$ cat config.mk
export PLATFORM = sky130hd
export DESIGN_NAME = rll27_decoder
export DESIGN_NICKNAME = d
export VERILOG_FILES = /design/src/rtl/rll27_decoder.sv
export SDC_FILE = /design/constraint.sdc
export NUM_CORES = 1
export LEC_CHECK = 0
export BUFFER_PORTS_ARGS = -buffer_cell sky130_fd_sc_hd__buf_2
export CAP_MARGIN = 20
export CORE_MARGIN = 2
export CORE_UTILIZATION = 52
export CTS_BUF_LIST = sky130_fd_sc_hd__clkbuf_4 sky130_fd_sc_hd__clkbuf_8
export DETAILED_ROUTE_END_ITERATION = 8
export MAX_ROUTING_LAYER = met4
export PLACE_DENSITY = 0.8
export SLEW_MARGIN = 0
export SYNTH_ARGS = -nofsm -noshare
export SYNTH_HDL_FRONTEND = slang
export SYNTH_SLANG_ARGS = --single-unit
$ cat constraint.sdc
create_clock -name clk_i -period 2.2 [get_ports clk_i]
set_input_delay 0.33 -clock clk_i [delete_from_list [all_inputs] [get_ports clk_i]]
set_output_delay 0.33 -clock clk_i [all_outputs]
set_load 0.01 [all_outputs]
$ cat src/rtl/rll27_decoder.sv
// Serial RLL(2,7) decoder: parses 4/6/8-bit codewords into 2/3/4-bit groups, 1 clock after the last code bit.
// No backpressure; en_i paces the input and a pulse is issued per decoded group or error.
// RLL_CONSTRAINT_CHECK_EN adds a run-length monitor on the raw code stream (rll_viol_o).
module rll27_decoder #(
  parameter int CNT_W      = 16,
  parameter bit ERR_RESYNC = 1'b1
) (
  input  logic             clk_i,
  input  logic             rst_i,
  input  logic             en_i,
  input  logic             code_i,
  input  logic             sync_i,
  output logic [3:0]       data_o,
  output logic [2:0]       len_o,
  output logic             valid_o,
  output logic             err_o,
  output logic             busy_o,
  output logic [CNT_W-1:0] grp_cnt_o,
  output logic             rll_viol_o
);

  typedef enum logic [1:0] {IDLE, ACC, ERROR} state_t;

  state_t     state, state_nxt;
  logic [6:0] acc, acc_nxt;
  logic [7:0] shifted;
  logic [3:0] cnt, cnt_nxt, cnt_inc;
  logic       hit;
  logic [3:0] hit_data;
  logic [2:0] hit_len;
  logic       valid_nxt, err_nxt;

  // IDLE holds acc=0/cnt=0, so the first bit of a word takes the same shift path as ACC.
  always_comb begin
    shifted  = {acc, code_i};
    cnt_inc  = cnt + 4'd1;
    hit      = 1'b0;
    hit_data = 4'd0;
    hit_len  = 3'd0;
    case (cnt_inc)
      4'd4: case (shifted[3:0])
        4'b0100: begin hit = 1'b1; hit_data = 4'b0010; hit_len = 3'd2; end
        4'b1000: begin hit = 1'b1; hit_data = 4'b0011; hit_len = 3'd2; end
        default: ;
      endcase
      4'd6: case (shifted[5:0])
        6'b000100: begin hit = 1'b1; hit_data = 4'b0000; hit_len = 3'd3; end
        6'b100100: begin hit = 1'b1; hit_data = 4'b0010; hit_len = 3'd3; end
        6'b001000: begin hit = 1'b1; hit_data = 4'b0011; hit_len = 3'd3; end
        default: ;
      endcase
      4'd8: case (shifted)
        8'b00100100: begin hit = 1'b1; hit_data = 4'b0010; hit_len = 3'd4; end
        8'b00001000: begin hit = 1'b1; hit_data = 4'b0011; hit_len = 3'd4; end
        default: ;
      endcase
      default: ;
    endcase
  end

  always_comb begin
    state_nxt = state;
    acc_nxt   = acc;
    cnt_nxt   = cnt;
    valid_nxt = 1'b0;
    err_nxt   = 1'b0;
    if (en_i) begin
      if (sync_i) begin
        // sync wins over everything: any partial word is dropped silently
        acc_nxt   = {6'd0, code_i};
        cnt_nxt   = 4'd1;
        state_nxt = ACC;
      end else if (state != ERROR) begin
        if (hit) begin
          valid_nxt = 1'b1;
          acc_nxt   = 7'd0;
          cnt_nxt   = 4'd0;
          state_nxt = IDLE;
        end else if (cnt_inc == 4'd8) begin
          err_nxt   = 1'b1;
          acc_nxt   = 7'd0;
          cnt_nxt   = 4'd0;
          state_nxt = ERR_RESYNC ? IDLE : ERROR;
        end else begin
          acc_nxt   = shifted[6:0];
          cnt_nxt   = cnt_inc;
          state_nxt = ACC;
        end
      end
    end
  end

  always_ff @(posedge clk_i or negedge rst_i) begin
    if (!rst_i) begin
      state     <= IDLE;
      acc       <= 7'd0;
      cnt       <= 4'd0;
      valid_o   <= 1'b0;
      err_o     <= 1'b0;
      data_o    <= 4'd0;
      len_o     <= 3'd0;
      grp_cnt_o <= '0;
    end else begin
      state   <= state_nxt;
      acc     <= acc_nxt;
      cnt     <= cnt_nxt;
      valid_o <= valid_nxt;
      err_o   <= err_nxt;
      if (valid_nxt) begin
        data_o <= hit_data;
        len_o  <= hit_len;
        if (grp_cnt_o != {CNT_W{1'b1}})
          grp_cnt_o <= grp_cnt_o + 1'b1;
      end
    end
  end

  assign busy_o = (cnt != 4'd0);

`ifdef RLL_CONSTRAINT_CHECK_EN
  logic [3:0] zrun;
  logic       seen_one;

  // Zero-run monitor spans codeword boundaries and ignores sync; only reset clears it.
  always_ff @(posedge clk_i or negedge rst_i) begin
    if (!rst_i) begin
      zrun       <= 4'd0;
      seen_one   <= 1'b0;
      rll_viol_o <= 1'b0;
    end else begin
      rll_viol_o <= 1'b0;
      if (en_i) begin
        if (code_i) begin
          rll_viol_o <= seen_one && (zrun < 4'd2);
          zrun       <= 4'd0;
          seen_one   <= 1'b1;
        end else begin
          if (zrun != 4'd8)
            zrun <= zrun + 4'd1;
          rll_viol_o <= (zrun == 4'd7);
        end
      end
    end
  end
`else
  assign rll_viol_o = 1'b0;
`endif

endmodule

# Yosys cells after proc, flatten, opt, wreduce, memory -nomap -nowiden
# Index checks and enable logic that the tools add are counted.
# Widths: inputs -> output; s select.
[totals]
wordCells = 62
inputBits = 5
reg_bits = 38
out_inout_bits = 27
[classes]
reduce_logical = 7
n_mux = 33
addsub = 2
eq_ne = 12
[op_table]
columns = ["cell", "n"]
rows = [
  ["$mux 7", 4],
  ["$add 16x1->16 const B", 1],
  ["$mux 4", 4],
  ["$ne 16x16->1 const B", 1],
  ["$mux 1", 14],
  ["$eq 4x3->1 const B", 3],
  ["$pmux 2 s2", 3],
  ["$pmux 3 s3", 1],
  ["$eq 4x4->1 const B", 2],
  ["$eq 8x4->1 const B", 1],
  ["$eq 8x6->1 const B", 1],
  ["$mux 2", 4],
  ["$eq 6x3->1 const B", 1],
  ["$eq 6x4->1 const B", 1],
  ["$eq 6x6->1 const B", 1],
  ["$pmux 2 s3", 1],
  ["$add 4x1->4 const B", 1],
  ["$reduce_and 2->1", 2],
  ["$reduce_bool 4->1", 1],
  ["$reduce_or 2->1", 2],
  ["$mux 3", 1],
  ["$pmux 1 s3", 1],
  ["$reduce_or 3->1", 1],
  ["$ne 2x2->1 const B", 1],
  ["$reduce_bool 2->1", 1],
]

# Logic depth before layout (Yosys ltp)
[depth]
ltp_word = 9
depth_mapped = 9
mapped_depth_nobuf = 7

# Worst setup path after synthesis
# OpenSTA, ideal clock, no wires.
[synth_timing]
path_kind = "flip-flop to flip-flop"
start = "register cnt[0]"
end = "register grp_cnt_o[15]"
path_stages_with_launch = 10
arrival_ns = 1.998
required_ns = 2.075
synth_period_minus_slack_ns = 2.123
slack_ns = 0.077
n_path_buf = 3
setup_time_ns = 0.125
path_cell_list = "dfrtp_1 -> ha_1 -> clkbuf_1 -> nand2_1 -> a21o_1 -> nor3b_1 -> buf_2 -> buf_2 -> o211ai_1 -> xnor2_1"
[synth_via]
elab_chain_cells = 8
elab_cells_between_ends = 10
classes_between = "1 x add/sub; 3 x eq/ne; 5 x mux; 1 x reduce/logical"
[synth_lines]
columns = ["element", "line", "source"]
rows = [
  ["from (decl)", "27", "logic [3:0] cnt, cnt_nxt, cnt_inc;"],
  ["from (signal assigned)", "106", "cnt <= cnt_nxt;"],
  ["$add 4x1->4 (*)", "36", "cnt_inc = cnt + 4'd1;"],
  ["$eq 4x4->1 or $eq 4x3->1 (tied branches)", "40", "case (cnt_inc)"],
  ["$pmux 1 s3 (*)", "40", ""],
  ["$mux 1 (*)", "74", "if (hit) begin"],
  ["$mux 1 (*)", "73", "end else if (state != ERROR) begin"],
  ["$mux 1 (*)", "68", "if (sync_i) begin"],
  ["$mux 1 (*)", "67", "if (en_i) begin"],
  ["$reduce_and 2->1 (no line) (*)", "--", ""],
  ["to (signal assigned)", "113", "grp_cnt_o <= grp_cnt_o + 1'b1;"],
  ["to (decl)", "18", "output logic [CNT_W-1:0] grp_cnt_o,"],
]
# Every way passes the cells marked *; elsewhere a longest branch is shown, timed or not.
# A chain may end at the register's enable or synchronous reset.

# Worst setup path in the final report
[layout_timing]
start = "register acc[0]"
end = "register grp_cnt_o[13]"
[layout_via]
elab_chain_cells = 9
elab_cells_between_ends = 19
classes_between = "7 x eq/ne; 8 x mux; 4 x reduce/logical"
[layout_lines]
columns = ["element", "line", "source"]
rows = [
  ["from (decl)", "25", "logic [6:0] acc, acc_nxt;"],
  ["from (signal assigned)", "105", "acc <= acc_nxt;"],
  ["$eq 6x4->1, or another cell as far along", "46", "4'd6: case (shifted[5:0])"],
  ["$reduce_or 3->1 (no line) or $reduce_or 2->1 (tied branches)", "--", ""],
  ["$mux 1, on equally long branches", "46, 41, 52", ""],
  ["$pmux 1 s3 (*)", "40", ""],
  ["$mux 1 (*)", "74", ""],
  ["$mux 1 (*)", "73", ""],
  ["$mux 1 (*)", "68", ""],
  ["$mux 1 (*)", "67", ""],
  ["$reduce_and 2->1 (no line) (*)", "--", ""],
]
# Marked as above.

==> impl_metrics.json <==
{
  "status": "finished clean",
  "wl_per_cell_um": 14.64,
  "grt_use_total_pct": 22.50,
  "synth_cell_type_count": 52,
  "synth-warning-count": 0,
  "port_buffers": 28,
  "finalHoldViolations": 0,
  "setup_violations": 0,
  "insertion_delay_ps": 290,
  "maxCapViolCount": 0,
  "cp_max_fo": 4,
  "postCtsHoldBufs": 0,
  "drive_gt1_share_pct": 25.00,
  "drt-initial-drc-count": 75,
  "antenna_found_initial": 0,
  "met2_length_um": 1908,
  "reg2reg_from": "acc[0]$_DFFE_PN0P_",
  "nets": 241,
  "async_flop_share_pct": 100.0,
  "grt_max_degree": 35,
  "finalCritPeriodShare_pct": 95.39,
  "synth_top_area_share_pct": 44.44,
  "met1_length_um": 1946,
  "setup_tns_ps": 0,
  "place.gp.congestion": 0.8611,
  "ant_nets": 0,
  "core-area_um2": 3606,
  "antenna_cells": 0,
  "hold_ws_ps": 97.68,
  "swShare_pct": 30.80,
  "pin_count": 32,
  "finalCriticalPeriod_ps": 2099,
  "p_int_mw": 1.089,
  "p_leak_nw": 1.086,
  "crit_type": "flop to flop",
  "vias_per_cell": 5.886,
  "die_h_um": 64.68,
  "die_area_um2": 4183,
  "cts_root_buf": "clkbuf_8",
  "wl_met3_um": 174,
  "dp_cells": 273,
  "ir_worst_vdd_mv": 0.4213,
  "cts_resized": 0,
  "grt_pass1_wl_um": 7051,
  "p_sw_mw": 0.4847,
  "required_ps": 2370,
  "clock_skew_ps": 4.279,
  "combPwrFrac_pct": 23.8,
  "htreeDepth": 2,
  "reg2reg_to": "grp_cnt_o[13]$_DFFE_PN0P_",
  "cts_tree": "yes",
  "highest_layer": "met4",
  "wirelength_um": 4100,
  "critical_path.cell_chain": "or4b_4, or4_1, a311oi_1, o21ai_1, xnor2_1",
  "post_cts_buffers": 0,
  "avgSynthCellArea_um2": 10.02,
  "clk_pin_slew_worst_paths_ps": 60,
  "cts_made_buffers": 5,
  "syn_area_um2": 1914,
  "end_kind": "flop",
  "final_cells": 280,
  "reg2reg_depth": 5,
  "rsz0062_at_grt": "no",
  "seqPwrFrac_pct": 47.7,
  "n_fill_cell": 317,
  "overflow": 0,
  "ys_ff_latch": 34,
  "hpwl_um": 2985,
  "arrival_ps": 2270,
  "synthTopCellsByArea": "dfrtp_1, xnor2_1, o211ai_1",
  "die_x_um": 64.68,
  "clockBufferDepth": 2,
  "regToRegSetupSlack_ps": 100,
  "total_power_mw": 1.574,
  "areaGrowthSynthToFinish_pct": 18.89,
  "vias": 1648,
  "synth_ff_type": "dfrtp_1",
  "p_clk_share_pct": 28.5,
  "cts.sinks": 34,
  "yosysTopAreaCell": "dfrtp_1",
  "worstMarginPinSlew_ps": 726.3,
  "synthCells": 191,
  "finalMaxSlewViolations": 0,
  "p_per_area_nw_per_um2": 691.4,
  "synth_edf_count": 0,
  "critical_path.startpoint_type": "flop",
  "initial_core_util_pct": 53.09,
  "ys_seq_area_share_pct": 44.44,
  "first_global_vias": 1540,
  "ff_latch_area_um2": 850.8,
  "cpMaxStageDelayCell": "or4b_4",
  "drcViolationCount": 0,
  "multi_input_area_um2": 1002,
  "drt_pass1_iterations": 6,
  "hold_class": "input pin to async pin",
  "num_rows": 22,
  "fmax_mhz": 476.5,
  "slew-limit-headroom_pct": 51.58,
  "cp_slowest_stage_delay_ps": 570
}
cell type report:
type	count	share of cell area, %
inverters	9	1.484
repair buffers	42	10.78
well taps	48	2.639
multi-input cells	140	44.04
clock buffers	7	3.683
flip-flops and latches	34	37.38
cells in the mapped netlist, types with 3 or more instances:
master     number
xnor2_1        14
ha_1            4
dfrtp_1        34
nand2_1         8
o21ai_0         6
nor3_1          3
nand4_1         3
buf_2           4
nand3_1         6
a22o_1          7
o2111ai_1       3
nor2_1          8
inv_1           8
a21oi_1         7
o21ai_1         6
o211ai_1        9
a211oi_1        3
clkbuf_1        3
nor4_1          4
nor3b_1         3
and3_1          6
buf_4           3
metal layers:
metal	up-vias	track usage [%]
met2	42	34.24
met3	6	5.208
met5	-	-
met4	0	8.777
met1	804	29.36
li1	796	-
cell families (layout without fill, tap and decap cells):
| family | Yosys count | count (layout) | share of synthesized area, % |
|---|---|---|---|
| other | 1 | 3 | 0.1959 |
| adders and majority gates | 4 | 4 | 2.614 |
| buffers and inverters | 19 | 58 | 4.575 |
| and+or+nand+nor | 56 | 56 | 17.12 |
| muxes | 3 | 3 | 1.634 |
| xor gates and xnor gates | 14 | 14 | 6.405 |
| AOI/OAI and AO/OA | 60 | 60 | 23.01 |
| DFF | 34 | 34 | 44.44 |
cell usage in the layout, fill, tap and decap left out, types with 3 or more instances in the layout:
cell type,instances
dfrtp_1,34
ha_1,3
a22o_1,7
nand2_1,8
inv_1,8
o21ai_1,6
o211ai_1,9
nand4_1,3
nor2_1,8
nor4_1,4
a211oi_1,3
nand3_1,6
a21oi_1,7
buf_4,14
conb_1,3
and3_1,6
o2111ai_1,3
xnor2_1,14
o21ai_0,6
clkbuf_8,5
nor3_1,3
buf_2,28
registers in the layout, summed over array words and instances (netlist names):
name       cells
grp_cnt_o     16
acc            7
cnt            4
len_o          3
data_o         2
err_o          1
valid_o        1
critical path, delay by kind of cell, from the launching register on:
family	cells	cell delay, ps
AOI/OAI and AO/OA	2	360
DFF	1	380
xor gates and xnor gates	1	130
and+or+nand+nor	2	1110
power by group through the flow:
stage | sequential (mW) | combinational, mW | clock (mW)
floorplan | 0.774 | 0.215 | 0
global placement | 0.760 | 0.364 | 0
detailed placement | 0.762 | 0.374 | 0
CTS | 0.751 | 0.376 | 0.462
global route | 0.757 | 0.420 | 0.489
finish | 0.751 | 0.374 | 0.449
metrics by stage:
| stage | setup slack, ps | area (µm²) | util, % |
|---|---|---|---|
| 2_1_floorplan | 77.01 | 1922 | - |
| 3_3_place_gp | 83.88 | 2190 | 60.72 |
| 3_5_place_dp | 32.00 | 2190 | 60.72 |
| 4_1_cts | 91.21 | 2273 | 63.05 |
| 5_1_grt | 19.57 | 2276 | 63.12 |
| 6_report | 101.4 | 2276 | 63.12 |
how the worst max path moves through the flow:
stage                     cells past startpoint                   endpoint                from
after global placement                        6  grp_cnt_o[13]$_DFFE_PN0P_              code_i
after detailed placement                      6  grp_cnt_o[13]$_DFFE_PN0P_              code_i
final                                         5  grp_cnt_o[13]$_DFFE_PN0P_  acc[0]$_DFFE_PN0P_
after floorplan                               9  grp_cnt_o[15]$_DFFE_PN0P_  cnt[0]$_DFFE_PN0P_
after global routing                          7      data_o[0]$_DFFE_PN0P_  cnt[1]$_DFFE_PN0P_
after CTS                                     5  grp_cnt_o[13]$_DFFE_PN0P_  acc[0]$_DFFE_PN0P_
(Power assumes the default switching activity.)
